**config.mk**
```make
export PLATFORM = sky130hd
export DESIGN_NAME = hough_peak_finder
export DESIGN_NICKNAME = d
export VERILOG_FILES = /design/src/rtl/hough_peak_finder.sv
export SDC_FILE = /design/constraint.sdc
export NUM_CORES = 1
export LEC_CHECK = 0
export CORE_AREA = 2 2 177 179
export DETAILED_ROUTE_END_ITERATION = 8
export DIE_AREA = 0 0 179 181
export SYNTH_ARGS = -nofsm -noshare
export SYNTH_HDL_FRONTEND = slang
export SYNTH_SLANG_ARGS = --single-unit
```
**constraint.sdc**
```tcl
create_clock -name clk -period 7.5 [get_ports clk]
set_input_delay 1.5 -clock clk [delete_from_list [all_inputs] [get_ports clk]]
set_output_delay 1.5 -clock clk [all_outputs]
set_load 0.02 [all_outputs]
```
**src/rtl/hough_peak_finder.sv**
```systemverilog
// Scans a completed Hough accumulator and keeps the N_PEAKS strongest (rho, theta) cells, vote-sorted.
// Optional non-maximum suppression of nearby peaks is enabled by defining HOUGH_PEAK_NMS_EN.
module hough_peak_finder #(
    parameter int RHO_W      = 10,
    parameter int THETA_W    = 8,
    parameter int RHO_BINS   = 800,
    parameter int THETA_BINS = 180,
    parameter int ACC_W      = 8,
    parameter int N_PEAKS    = 4,
    parameter int THRESHOLD  = 16,
    parameter int NMS_RHO    = 8,
    parameter int NMS_THETA  = 4
) (
    input  logic                         clk,
    input  logic                         reset,
    input  logic                         start,
    output logic                         done,
    output logic                         busy,
    output logic [THETA_W+RHO_W-1:0]     acc_addr,
    input  logic [ACC_W-1:0]             acc_data,
    output logic [$clog2(N_PEAKS+1)-1:0] peak_count,
    output logic [N_PEAKS*RHO_W-1:0]     peak_rho,
    output logic [N_PEAKS*THETA_W-1:0]   peak_theta,
    output logic [N_PEAKS*ACC_W-1:0]     peak_votes
);
    localparam int AW = THETA_W + RHO_W;
    localparam int CW = $clog2(N_PEAKS + 1);
    localparam int IW = (N_PEAKS > 1) ? $clog2(N_PEAKS) : 1;

    typedef enum logic [1:0] {
        S_IDLE  = 2'd0,
        S_SCAN  = 2'd1,
        S_DRAIN = 2'd2,
        S_DONE  = 2'd3
    } state_t;

    state_t             state_q;
    logic [RHO_W-1:0]   cnt_rho_q;
    logic [THETA_W-1:0] cnt_theta_q;
    logic [AW-1:0]      addr_q;
    logic               vld_q;
    logic               done_q;
    logic               busy_q;
    logic [CW-1:0]      count_q;
    logic [CW-1:0]      count_d;
    logic [ACC_W-1:0]   votes_q [N_PEAKS];
    logic [RHO_W-1:0]   rho_q   [N_PEAKS];
    logic [THETA_W-1:0] theta_q [N_PEAKS];
    logic [ACC_W-1:0]   votes_d [N_PEAKS];
    logic [RHO_W-1:0]   rho_d   [N_PEAKS];
    logic [THETA_W-1:0] theta_d [N_PEAKS];

    logic [ACC_W-1:0]   keep_votes_s [N_PEAKS];
    logic [RHO_W-1:0]   keep_rho_s   [N_PEAKS];
    logic [THETA_W-1:0] keep_theta_s [N_PEAKS];
    logic [CW-1:0]      keep_cnt_s;
    logic [N_PEAKS-1:0] near_s;
    logic               drop_s;
    logic               found_s;
    logic               accept_s;
    int                 pos_s;
    logic [RHO_W-1:0]   tag_rho_s;
    logic [THETA_W-1:0] tag_theta_s;

    // The registered address doubles as the tag for the data beat returned in the same cycle.
    assign tag_rho_s   = addr_q[RHO_W-1:0];
    assign tag_theta_s = addr_q[AW-1:RHO_W];

    function automatic logic near_f(input logic [RHO_W-1:0] ra, input logic [THETA_W-1:0] ta,
                                    input logic [RHO_W-1:0] rb, input logic [THETA_W-1:0] tb);
        int dr;
        int dt;
        dr = (ra >= rb) ? int'(ra - rb) : int'(rb - ra);
        dt = (ta >= tb) ? int'(ta - tb) : int'(tb - ta);
        return (dr <= NMS_RHO) && (dt <= NMS_THETA);
    endfunction

    // Neighbourhood test of the incoming beat against every valid stored peak
    always_comb begin
        near_s = '0;
        drop_s = 1'b0;
`ifdef HOUGH_PEAK_NMS_EN
        for (int i = 0; i < N_PEAKS; i++) begin
            near_s[i] = (i < int'(count_q)) && near_f(rho_q[i], theta_q[i], tag_rho_s, tag_theta_s);
            drop_s    = drop_s || (near_s[i] && (votes_q[i] >= acc_data));
        end
`endif
    end

    // Compact out suppressed slots, then single-cycle sorted insert of the candidate
    always_comb begin
        keep_cnt_s = '0;
        for (int i = 0; i < N_PEAKS; i++) begin
            keep_votes_s[i] = '0;
            keep_rho_s[i]   = '0;
            keep_theta_s[i] = '0;
        end
        for (int i = 0; i < N_PEAKS; i++) begin
            if ((i < int'(count_q)) && !near_s[i]) begin
                keep_votes_s[keep_cnt_s[IW-1:0]] = votes_q[i];
                keep_rho_s[keep_cnt_s[IW-1:0]]   = rho_q[i];
                keep_theta_s[keep_cnt_s[IW-1:0]] = theta_q[i];
                keep_cnt_s = keep_cnt_s + CW'(1);
            end else begin
                keep_cnt_s = keep_cnt_s;
            end
        end

        // Strict greater-than: equal votes never overtake an earlier-scanned entry.
        pos_s   = N_PEAKS;
        found_s = 1'b0;
        for (int i = 0; i < N_PEAKS; i++) begin
            pos_s   = (!found_s && ((i >= int'(keep_cnt_s)) || (acc_data > keep_votes_s[i]))) ? i : pos_s;
            found_s = found_s || (i >= int'(keep_cnt_s)) || (acc_data > keep_votes_s[i]);
        end

        accept_s = vld_q && found_s && !drop_s && (acc_data >= ACC_W'(THRESHOLD)) &&
                   ((count_q < CW'(N_PEAKS)) || (acc_data > votes_q[N_PEAKS-1]));

        count_d = count_q;
        for (int i = 0; i < N_PEAKS; i++) begin
            votes_d[i] = votes_q[i];
            rho_d[i]   = rho_q[i];
            theta_d[i] = theta_q[i];
        end
        if (accept_s) begin
            count_d = (keep_cnt_s < CW'(N_PEAKS)) ? keep_cnt_s + CW'(1) : keep_cnt_s;
            for (int i = 0; i < N_PEAKS; i++) begin
                if (i < pos_s) begin
                    votes_d[i] = keep_votes_s[i];
                    rho_d[i]   = keep_rho_s[i];
                    theta_d[i] = keep_theta_s[i];
                end else if (i == pos_s) begin
                    votes_d[i] = acc_data;
                    rho_d[i]   = tag_rho_s;
                    theta_d[i] = tag_theta_s;
                end else begin
                    votes_d[i] = keep_votes_s[(i > 0) ? i - 1 : 0];
                    rho_d[i]   = keep_rho_s[(i > 0) ? i - 1 : 0];
                    theta_d[i] = keep_theta_s[(i > 0) ? i - 1 : 0];
                end
            end
        end else begin
            count_d = count_q;
        end
    end

    // Scan sequencer, address/tag pipeline and peak list registers
    always_ff @(posedge clk or posedge reset) begin
        if (reset) begin
            state_q     <= S_IDLE;
            cnt_rho_q   <= '0;
            cnt_theta_q <= '0;
            addr_q      <= '0;
            vld_q       <= 1'b0;
            done_q      <= 1'b0;
            busy_q      <= 1'b0;
            count_q     <= '0;
            for (int i = 0; i < N_PEAKS; i++) begin
                votes_q[i] <= '0;
                rho_q[i]   <= '0;
                theta_q[i] <= '0;
            end
        end else begin
            case (state_q)
                S_IDLE: begin
                    done_q <= 1'b0;
                    // A start coinciding with the done pulse is deliberately not accepted.
                    if (start && !done_q) begin
                        state_q     <= S_SCAN;
                        cnt_rho_q   <= '0;
                        cnt_theta_q <= '0;
                        addr_q      <= '0;
                        vld_q       <= 1'b0;
                        busy_q      <= 1'b1;
                        count_q     <= '0;
                        for (int i = 0; i < N_PEAKS; i++) begin
                            votes_q[i] <= '0;
                            rho_q[i]   <= '0;
                            theta_q[i] <= '0;
                        end
                    end else begin
                        busy_q <= 1'b0;
                    end
                end
                S_SCAN: begin
                    addr_q  <= {cnt_theta_q, cnt_rho_q};
                    vld_q   <= 1'b1;
                    count_q <= count_d;
                    for (int i = 0; i < N_PEAKS; i++) begin
                        votes_q[i] <= votes_d[i];
                        rho_q[i]   <= rho_d[i];
                        theta_q[i] <= theta_d[i];
                    end
                    if (cnt_rho_q == RHO_W'(RHO_BINS - 1)) begin
                        cnt_rho_q <= '0;
                        if (cnt_theta_q == THETA_W'(THETA_BINS - 1)) begin
                            state_q <= S_DRAIN;
                        end else begin
                            cnt_theta_q <= cnt_theta_q + THETA_W'(1);
                        end
                    end else begin
                        cnt_rho_q <= cnt_rho_q + RHO_W'(1);
                    end
                end
                S_DRAIN: begin
                    vld_q   <= 1'b0;
                    count_q <= count_d;
                    for (int i = 0; i < N_PEAKS; i++) begin
                        votes_q[i] <= votes_d[i];
                        rho_q[i]   <= rho_d[i];
                        theta_q[i] <= theta_d[i];
                    end
                    state_q <= S_DONE;
                end
                S_DONE: begin
                    done_q  <= 1'b1;
                    state_q <= S_IDLE;
                end
                default: begin
                    state_q <= S_IDLE;
                end
            endcase
        end
    end

    // Flatten the slot registers onto the packed output buses, slot 0 in the LSBs
    always_comb begin
        peak_rho   = '0;
        peak_theta = '0;
        peak_votes = '0;
        for (int i = 0; i < N_PEAKS; i++) begin
            peak_rho[i*RHO_W +: RHO_W]       = rho_q[i];
            peak_theta[i*THETA_W +: THETA_W] = theta_q[i];
            peak_votes[i*ACC_W +: ACC_W]     = votes_q[i];
        end
    end

    assign acc_addr   = addr_q;
    assign done       = done_q;
    assign busy       = busy_q;
    assign peak_count = count_q;

endmodule

```
==> results of run 1 <==
[worst max-delay path by stage]
stage | from | endpoint | slack, ns | depth (start not counted)
2_1_floorplan | reset | acc_addr[0]$_DFFE_PP0P_ | 2.02 | 1
3_3_place_gp | acc_data[5] | peak_theta[21]$_DFFE_PP0P_ | 1.67 | 10
3_5_place_dp | acc_data[5] | peak_rho[27]$_DFFE_PP0P_ | 1.46 | 10
4_1_cts | peak_count[2]$_DFFE_PP0P_ | peak_rho[27]$_DFFE_PP0P_ | 1.71 | 12
5_1_grt | peak_count[2]$_DFFE_PP0P_ | peak_rho[21]$_DFFE_PP0P_ | 1.20 | 12
6_report | peak_count[2]$_DFFE_PP0P_ | peak_rho[27]$_DFFE_PP0P_ | 1.59 | 12
[power by group]
group	switching [mW]	internal, mW
Sequential	0.263	1.02
Combinational	1.43	0.960
Clock	0.346	0.566
[logic make-up after synthesis]
kind of cell    count (synthesis)
fa+ha+maj                      50
simple gates                  330
buf+inv                       124
mux                            14
flops                         148
compound gates                317
xor+xnor                        8
[per-stage QoR]
step	util [%]	hold WS [ns]	area, um2	instances
3_3_place_gp	35.05	0.4786	10640	1458
4_1_cts	37.10	0.5129	11260	1489
6_report	37.10	0.5060	11260	1489
2_1_floorplan	-	0.4814	9021	991
3_5_place_dp	35.05	0.4871	10640	1458
5_1_grt	37.10	0.5246	11260	1489
[worst min-delay path: stages (launching register included)]
cell and delay, ns:
dfrtp_1 0.34, nand3_1 0.06, o21ai_1 0.07
[per-layer routing]
layer	routed length, um	GRT usage (%)	up-vias
met5	0	0	-
met4	992	7.740	0
met3	2192	4.146	62
met2	13100	27.29	334
met1	13220	25.28	3993
li1	-	-	3883
[cells in the final DEF, fill, tap and decap left out, types with 10 or more instances in the layout]
cell type        instances
buf_4                   10
a31oi_1                 23
a22o_1                  30
clkbuf_16               17
clkdlybuf4s50_1        137
o221ai_1                30
and4_1                  22
and2_1                  21
inv_1                   47
nand2_1                129
o31ai_1                 10
o21ai_0                 34
nor2_1                  31
dfrtp_1                148
nand3_1                 67
nor3_1                  11
a2bb2oi_1               13
ha_1                    50
o21ai_1                 48
o2111ai_1               13
o211ai_1                16
nor2b_1                 10
a21oi_1                 44
[cell type report]
class / instances / area [um2]
well taps: 396 / 495.5
multi-input cells: 719 / 4807
inverters: 48 / 185.2
fillers: 2990 / 19090
repair buffers: 147 / 1446
clock buffers: 20 / 446.7
clock inverters: 11 / 175.2
flip-flops and latches: 148 / 3704
[sequential cells by signal, summed over array words and instances, names as in the netlist]
name / flops
peak_theta: 32
peak_votes: 32
peak_rho: 40
done: 1
busy: 1
state_q: 2
cnt_theta_q: 8
cnt_rho_q: 10
acc_addr: 18
peak_count: 3
vld_q: 1
==> impl_summary.md, run 1 <==
Clock tree
The cell at the root of the clock tree is clkbuf_16. The H-tree was split into 4 levels. Clock-pin slew was measured on the worst setup and hold paths at 0.06 ns. TritonCTS built the clock tree.

Buffers added to address setup during post-CTS repair amount to 0. The clock buffer count from CTS is 17. The number of hold-repair buffers added at the cts stage is 0.

Clock latency on the worst-skew pair, taken at its later pin, is between 0.4 and 0.5 ns. The worst-case clock buffer depth is 2. The post-cts gate resize count is 0. The clock drives 148 sinks.

Setup path
At the worst endpoint, the required time is roughly 8 ns. The capture instance of the worst register-to-register path is peak_rho[27]$_DFFE_PP0P_. In this run the register-to-register setup slack is 1.59 ns. The arrival time at the worst endpoint is 6.24 ns. Walking the worst path, the cells encountered are nor2_1, nand2_1, nand2_1, ha_1, a211o_1, o211ai_2, nand4_2, a2bb2oi_4, and2_1, buf_4, o221ai_1, o211ai_1. The cell class contributing the biggest share of worst-path delay is simple AND/OR/NAND/NOR gates. The type of destination of the critical path is a register. The number of buffers and inverters on the critical path is 1.

The critical path is of the reg2reg type. The logic depth of the worst register-to-register path is 12. The biggest fanout along the worst timing path is 34. On the critical path, the stage with the largest delay is an instance of a2bb2oi_4.

The startpoint kind of the worst setup timing path is a register. The largest stage delay on the critical path is 0.89 ns. The most numerous cell on the critical path is nand2_1.

The launch instance of the worst register-to-register path is peak_count[2]$_DFFE_PP0P_.

Synth
The predominant post-synthesis flop cell is dfrtp_1. Of the post-synthesis cell area, the dominant cell type holds between 40% and 50%. The commonest cells after synthesis are dfrtp_1, nand2_1, nand3_1. In the synthesized netlist the async set-or-reset flop fraction comes to 100.0%. Of the total synthesized cell area, the portion taken by AND, OR, NAND and NOR gates is approximately 19%.

The synthesized netlist devotes 25.10% of its cell area to compound gates. The biggest area contributor in the post-synthesis netlist is dfrtp_1. Summing the areas of all xor and xnor instances in the mapped netlist gives less than 1% of the synthesized area. After synthesis, the mean cell area works out to 9.103 um2. Counting every net in the synthesized netlist gives 1052.

The number of enable-type register cells in the synthesized netlist is 0. The gate count of the mapped netlist is 991. The adder-cell area share of the yosys netlist is ~6.9%.

By area, the combinational part of the netlist is dominated by compound AO/OA/AOI/OAI gates. Summing every instance area after synthesis gives 9021 um2. Sequential elements use 41.05% of the synthesized area. dfrtp_1 is the most common cell in the netlist. The portion of synthesized area spent on multiplexers is under 10%. The count of unique library cells instantiated by Yosys is 66. After synthesis, the cell types taking the most area are dfrtp_1, ha_1, nand2_1. Synthesis inferred between 100 and 150 register bits.

The Yosys step of the flow raised 0 warnings.

Route
Using the TritonRoute via totals, the vias-per-cell ratio works out to 5.555. Detailed routing inserted a total of between 8000 and 9000 vias. The sum of routed wire length over all layers is 29.51 mm. The iteration count of the initial detailed-routing pass is 5. The number of DRC markers in iteration 0 is 737. The average routed wire per standard cell is a little under 20 um. Once detail routing completed, the nets flagged for antenna violations numbered 0.

The remaining routing DRC violations is 0.

Final layout
The synthesis-to-layout area growth is 24.81%. Of the cells placed in the final design, the portion with a size suffix greater than 1 is between 5 and 6%. The repair_antennas step left the layout with diodes totalling 0. The number of nets in the layout is roughly 1100.

STA
The final max-slew violation count was 0. The slew at the pin closest to its max-slew limit is 1.217 ns. The number of hold-slack violations in the final timing report is 0. Summed over all failing endpoints, the final setup total negative slack is 0 ns.

The time the final worst path needs with I/O delays and setup is 5.908 ns. The clock skew is 0.01119 ns. Setup violations remaining at the end of the flow were counted as 0. The final setup slack of the worst path is 1.592 ns. Measured against its own limit, the worst slew margin works out to 18.86%.

The achievable frequency is between 0.15 and 0.2 GHz. The share of the clock period used by the worst path is 78.77%. Setup repair after global routing left no endpoint under its margin.

GRT
The total global-route track usage is between 15 and 20%. Summed over all layers, the global routing overflow is 0. Entering global routing, the biggest net connects 77 pins. The first-pass GRT wire length is 46.35 mm.

The number of global-route vias before repair is 8009. The number of antenna violations at the first check in global routing was 0.

Placement
Summed over all nets, the half-perimeter wirelength after detailed placement is between 20 and 25 mm. The number of I/O port buffers is approximately 140. OpenSTA, run right after detailed placement, puts the worst setup slack at 1.464 ns. Routability-driven placement finished with a final weighted congestion of slightly below 0.9.

Worst hold path
The type of the most critical hold path is reg2reg. The worst hold path terminates at peak_theta[26]$_DFFE_PP0P_. The number of instances on the worst hold path is 2.

The start point of the worst hold path is peak_theta[26]$_DFFE_PP0P_.

Status
The run finished with clean final reports.

Power and ir drop
IR analysis of the VDD net gives a maximum drop of 0.1834 mV. The leakage power is 4.659 nW. Summing internal, switching and leakage power gives 4.591 mW. Dividing total power by cell area gives a power density of 407.8 nW/um2.

Floorplanning
The number of rows created at floorplan is 64. The x dimension of the die is 179 um. The initial utilization of the core area, before any placement, comes to approximately 30%.

The area of the die is between 30000 and 40000 um2. 138 I/O pins were placed. The core footprint is a little over 30000 um2.

The height of the die is 181 um.

Flow run
The number of max-cap violations is 0.
No activity file was read; power rests on OpenSTA's default activity.
==> run 2, diff against run 1 <==
==> constraint.sdc (replaced) <==
create_clock -name clk -period 5.2 [get_ports clk]
set_input_delay 1.04 -clock clk [delete_from_list [all_inputs] [get_ports clk]]
set_output_delay 1.04 -clock clk [all_outputs]
set_load 0.02 [all_outputs]
==> impl_summary.md, run 2 (synthesis gave the netlist of run 1 again) <==
Floorplanning
The initial standard-cell utilization of the core is 29.72% (unchanged). The height of the die is 181 um (unchanged). The area of the die came to 32400 um2 (unchanged). The number of I/O pins is 138 (unchanged). The number of rows created at floorplan came to 64 (unchanged). The core footprint is 30350 um2 (unchanged). The x dimension of the die came to 179 um (unchanged).

Route
The iteration count of the initial detailed-routing pass came to 5 (unchanged). The detail-routed via count per cell is 5.526 (-0.53%). The number of nets with antenna violations after detailed routing is 0 (unchanged). The remaining routing DRC violations is 0 (unchanged). The average routed wire per standard cell is 19.78 um (-0.16%). The number of DRC markers in iteration 0 is 579 (-21%). The total vias in the final route is 8344 (+0.87%). The sum of routed wire length over all layers is 29.88 mm (+1.2%).

Worst hold path
The worst hold path begins at peak_theta[24]$_DFFE_PP0P_. For hold timing, the worst endpoint is peak_theta[24]$_DFFE_PP0P_. The type of the most critical hold path is reg2reg. The number of instances on the worst hold path is 2 (unchanged).

Clock tree
The number of H-tree levels is 4 (unchanged). The CTS sink count is 148 (unchanged). The latest clock arrival within the worst-skew pair is 0.43 ns (about the same).

The worst-case clock buffer depth is 2 (unchanged). The clock buffer count from CTS is 17 (unchanged). The number of hold-repair buffers added at the cts stage came to 0 (unchanged).

The post-cts gate resize count is 0 (unchanged). The post-CTS repair timing setup buffer count was 0 (unchanged). The post-CTS clock slew at the launch and capture registers of the worst setup and hold paths is 0.06 ns (about the same). The tree is rooted in a clkbuf_16. The clock tree from TritonCTS is yes.

Final layout
The final instance count without filler cells is 1510 (+1.4%). The number of flip-flops under the largest register name was 40 (unchanged). The fraction of layout cells with a size suffix above 1 came to 7.899% (+2.0 points). The number of nets in the layout is 1162 (+1.8%). The antenna diode count was 0 (unchanged). In the layout the commonest cells are dfrtp_1, clkdlybuf4s50_1, nand2_1. The synthesis-to-layout area growth is 26.28%. The library cell used most frequently in the layout, excluding fill and tap cells, is dfrtp_1.

The sequential cell area in the final layout is 3704 um2 (unchanged). The area taken by multi-input logic gates was 4807 um2 (unchanged). The count of filler cells inserted in the layout is 3002 (+0.40%).

Placement
The detailed placer's ending HPWL came to 21.50 mm (+2.7%). The number of I/O port buffers was 137 (unchanged). The weighted congestion at the end of routability-driven global placement is 0.8710 (about the same). The placed instance count is 1478 (+1.4%). The worst setup timing slack at the placement stage was 0.7097 ns (-0.7546 ns).

Setup path
The startpoint kind of the worst setup timing path is a register. The worst register-to-register path begins at peak_count[2]$_DFFE_PP0P_. The slowest stage cell on the critical path is or3_1. Walking the worst path, the cells encountered are buf_4, nor2_1, buf_4, nand2_1, nand2_1, ha_1, a211o_1, o211ai_2, and4_1, o21ai_4, or3_1, o221ai_1, o211ai_1. The critical setup path kind is reg2reg. The capture instance of the worst register-to-register path is peak_theta[16]$_DFFE_PP0P_. STA classifies the critical path endpoint as a register.

The arrival time at the worst endpoint was 4.52 ns (-1.72 ns). The biggest fanout along the worst timing path is 31 (-8.8%). The logic depth of the worst register-to-register path is 13 (+1).

The launch point of the critical path is peak_count[2]$_DFFE_PP0P_. The largest stage delay on the critical path was 0.84 ns (-0.05 ns). The worst setup slack for register-to-register paths is 0.97 ns (-0.62 ns). The required time of the critical path is 5.49 ns (-2.34 ns).

STA
The final-report setup violation count is 0 (unchanged). Setup repair after global routing left no endpoint under its margin. The achievable frequency is 0.2367 GHz (+40%). The share of the clock period used by the worst path came to 81.26% (+2.5 points). The final max-slew violation count is 0 (unchanged). The final setup slack of the worst path was 0.9745 ns (-0.6176 ns). The setup total negative slack is 0 ns (unchanged). The clock skew is 0.01069 ns (-0.0004971 ns). The worst-case headroom to the max-slew limit came to 25.58% (+6.7 points). The time the final worst path needs with I/O delays and setup is 4.226 ns (-1.682 ns). The slew at the pin closest to its max-slew limit is 1.116 ns (-0.1008 ns).

The number of hold-slack violations in the final timing report is 0 (unchanged).

Power and ir drop
The proportion of power drawn by combinational gates came to 53.7% (+1.5 points). The peak supply drop is 0.2923 mV (+59%). The proportion of power drawn by flip-flops and latches was 27.7% (-0.3 points). The clock network power share is 18.6% (-1.3 points).

The leakage power is 4.756 nW (+2.1%). The switching power was 3.005 mW (+47%). The cell-internal power came to 3.607 mW (+42%). The proportion of total power due to net switching came to 45.45% (+0.93 points). The sum of internal, switching and leakage power is 6.612 mW (+44%). The total power divided by cell area came to 580.4 nW/um2 (+42%).

GRT
The number of antenna violations at the first check in global routing is 0 (unchanged). The number of global-route vias before repair is 8088 (+0.99%). The first-pass GRT wire length came to 47.09 mm (+1.6%).

The total global-route track usage was 18.62% (+0.33 points). The largest net degree at the start of global routing was 98 (+27%). The sum of overflow across all layers after global routing is 0 (unchanged).

Flow run
The number of max-cap violations was 0 (unchanged).

Status
The run finished with clean final reports.
[run 2: changes by cell type in the layout (fill, tap and decap cells not counted)]
cell	delta
buf_4	+18
inv_6	+4
bufinv_16	-3
buf_12	+2
clkbuf_1	-2
inv_8	+2
clkinv_2	+1
clkinvlp_4	-1
[run 2: layout make-up]
| class | instances | area share (%) |
|---|---|---|
| Clock buffer | 18 | 3.855 |
| Clock inverter | 14 | 1.230 |
| Inverter | 48 | 1.625 |
| Multi-Input combinational cell | 719 | 42.20 |
| Sequential cell | 148 | 32.51 |
| Tap cell | 396 | 4.349 |
| Timing Repair Buffer | 167 | 14.23 |
[run 2: critical path, delay by kind of cell (launching register included)]
family	cells	cell delay [ns]
flip-flops	1	0.32
AND/OR/NAND/NOR	5	1.90
adder cells (fa/ha/maj)	1	0.33
AO/OA/AOI/OAI	5	1.08
buffers and inverters	2	0.44
[run 2: through the flow]
step | cell area (um2) | hold slack [ns] | util, %
after detailed placement | 10810 | 0.4923 | 35.63
final | 11390 | 0.5102 | 37.54
after global placement | 10810 | 0.4809 | 35.63
after global routing | 11390 | 0.5177 | 37.54
after CTS | 11390 | 0.5127 | 37.54
after floorplan | 9021 | 0.4814 | -
[run 2: how the worst max path moves through the flow]
stage,to,slack [ns],cells past startpoint
6_report,peak_theta[16]$_DFFE_PP0P_,0.97,13
5_1_grt,peak_rho[23]$_DFFE_PP0P_,0.69,13
4_1_cts,peak_theta[16]$_DFFE_PP0P_,1.01,13
3_5_place_dp,peak_theta[17]$_DFFE_PP0P_,0.71,9
3_3_place_gp,peak_theta[10]$_DFFE_PP0P_,0.72,10
2_1_floorplan,acc_addr[0]$_DFFE_PP0P_,0.18,1
[run 2: power groups by stage]
stage               Combinational, mW  Clock (mW)  Sequential, mW
detailed placement               3.54           0            1.85
global route                     3.88        1.30            1.87
finish                           3.55        1.23            1.83
global placement                 3.49           0            1.84
CTS                              3.55        1.25            1.83
floorplan                        2.00           0            2.08
[run 2: per-layer routing]
layer	vias up	share of wire (%)	global-route usage, %
li1	3913	-	-
met1	4082	46	26.18
met2	296	45	27.63
met3	53	6.1	4.251
met4	0	3.1	7.089
met5	-	0	0
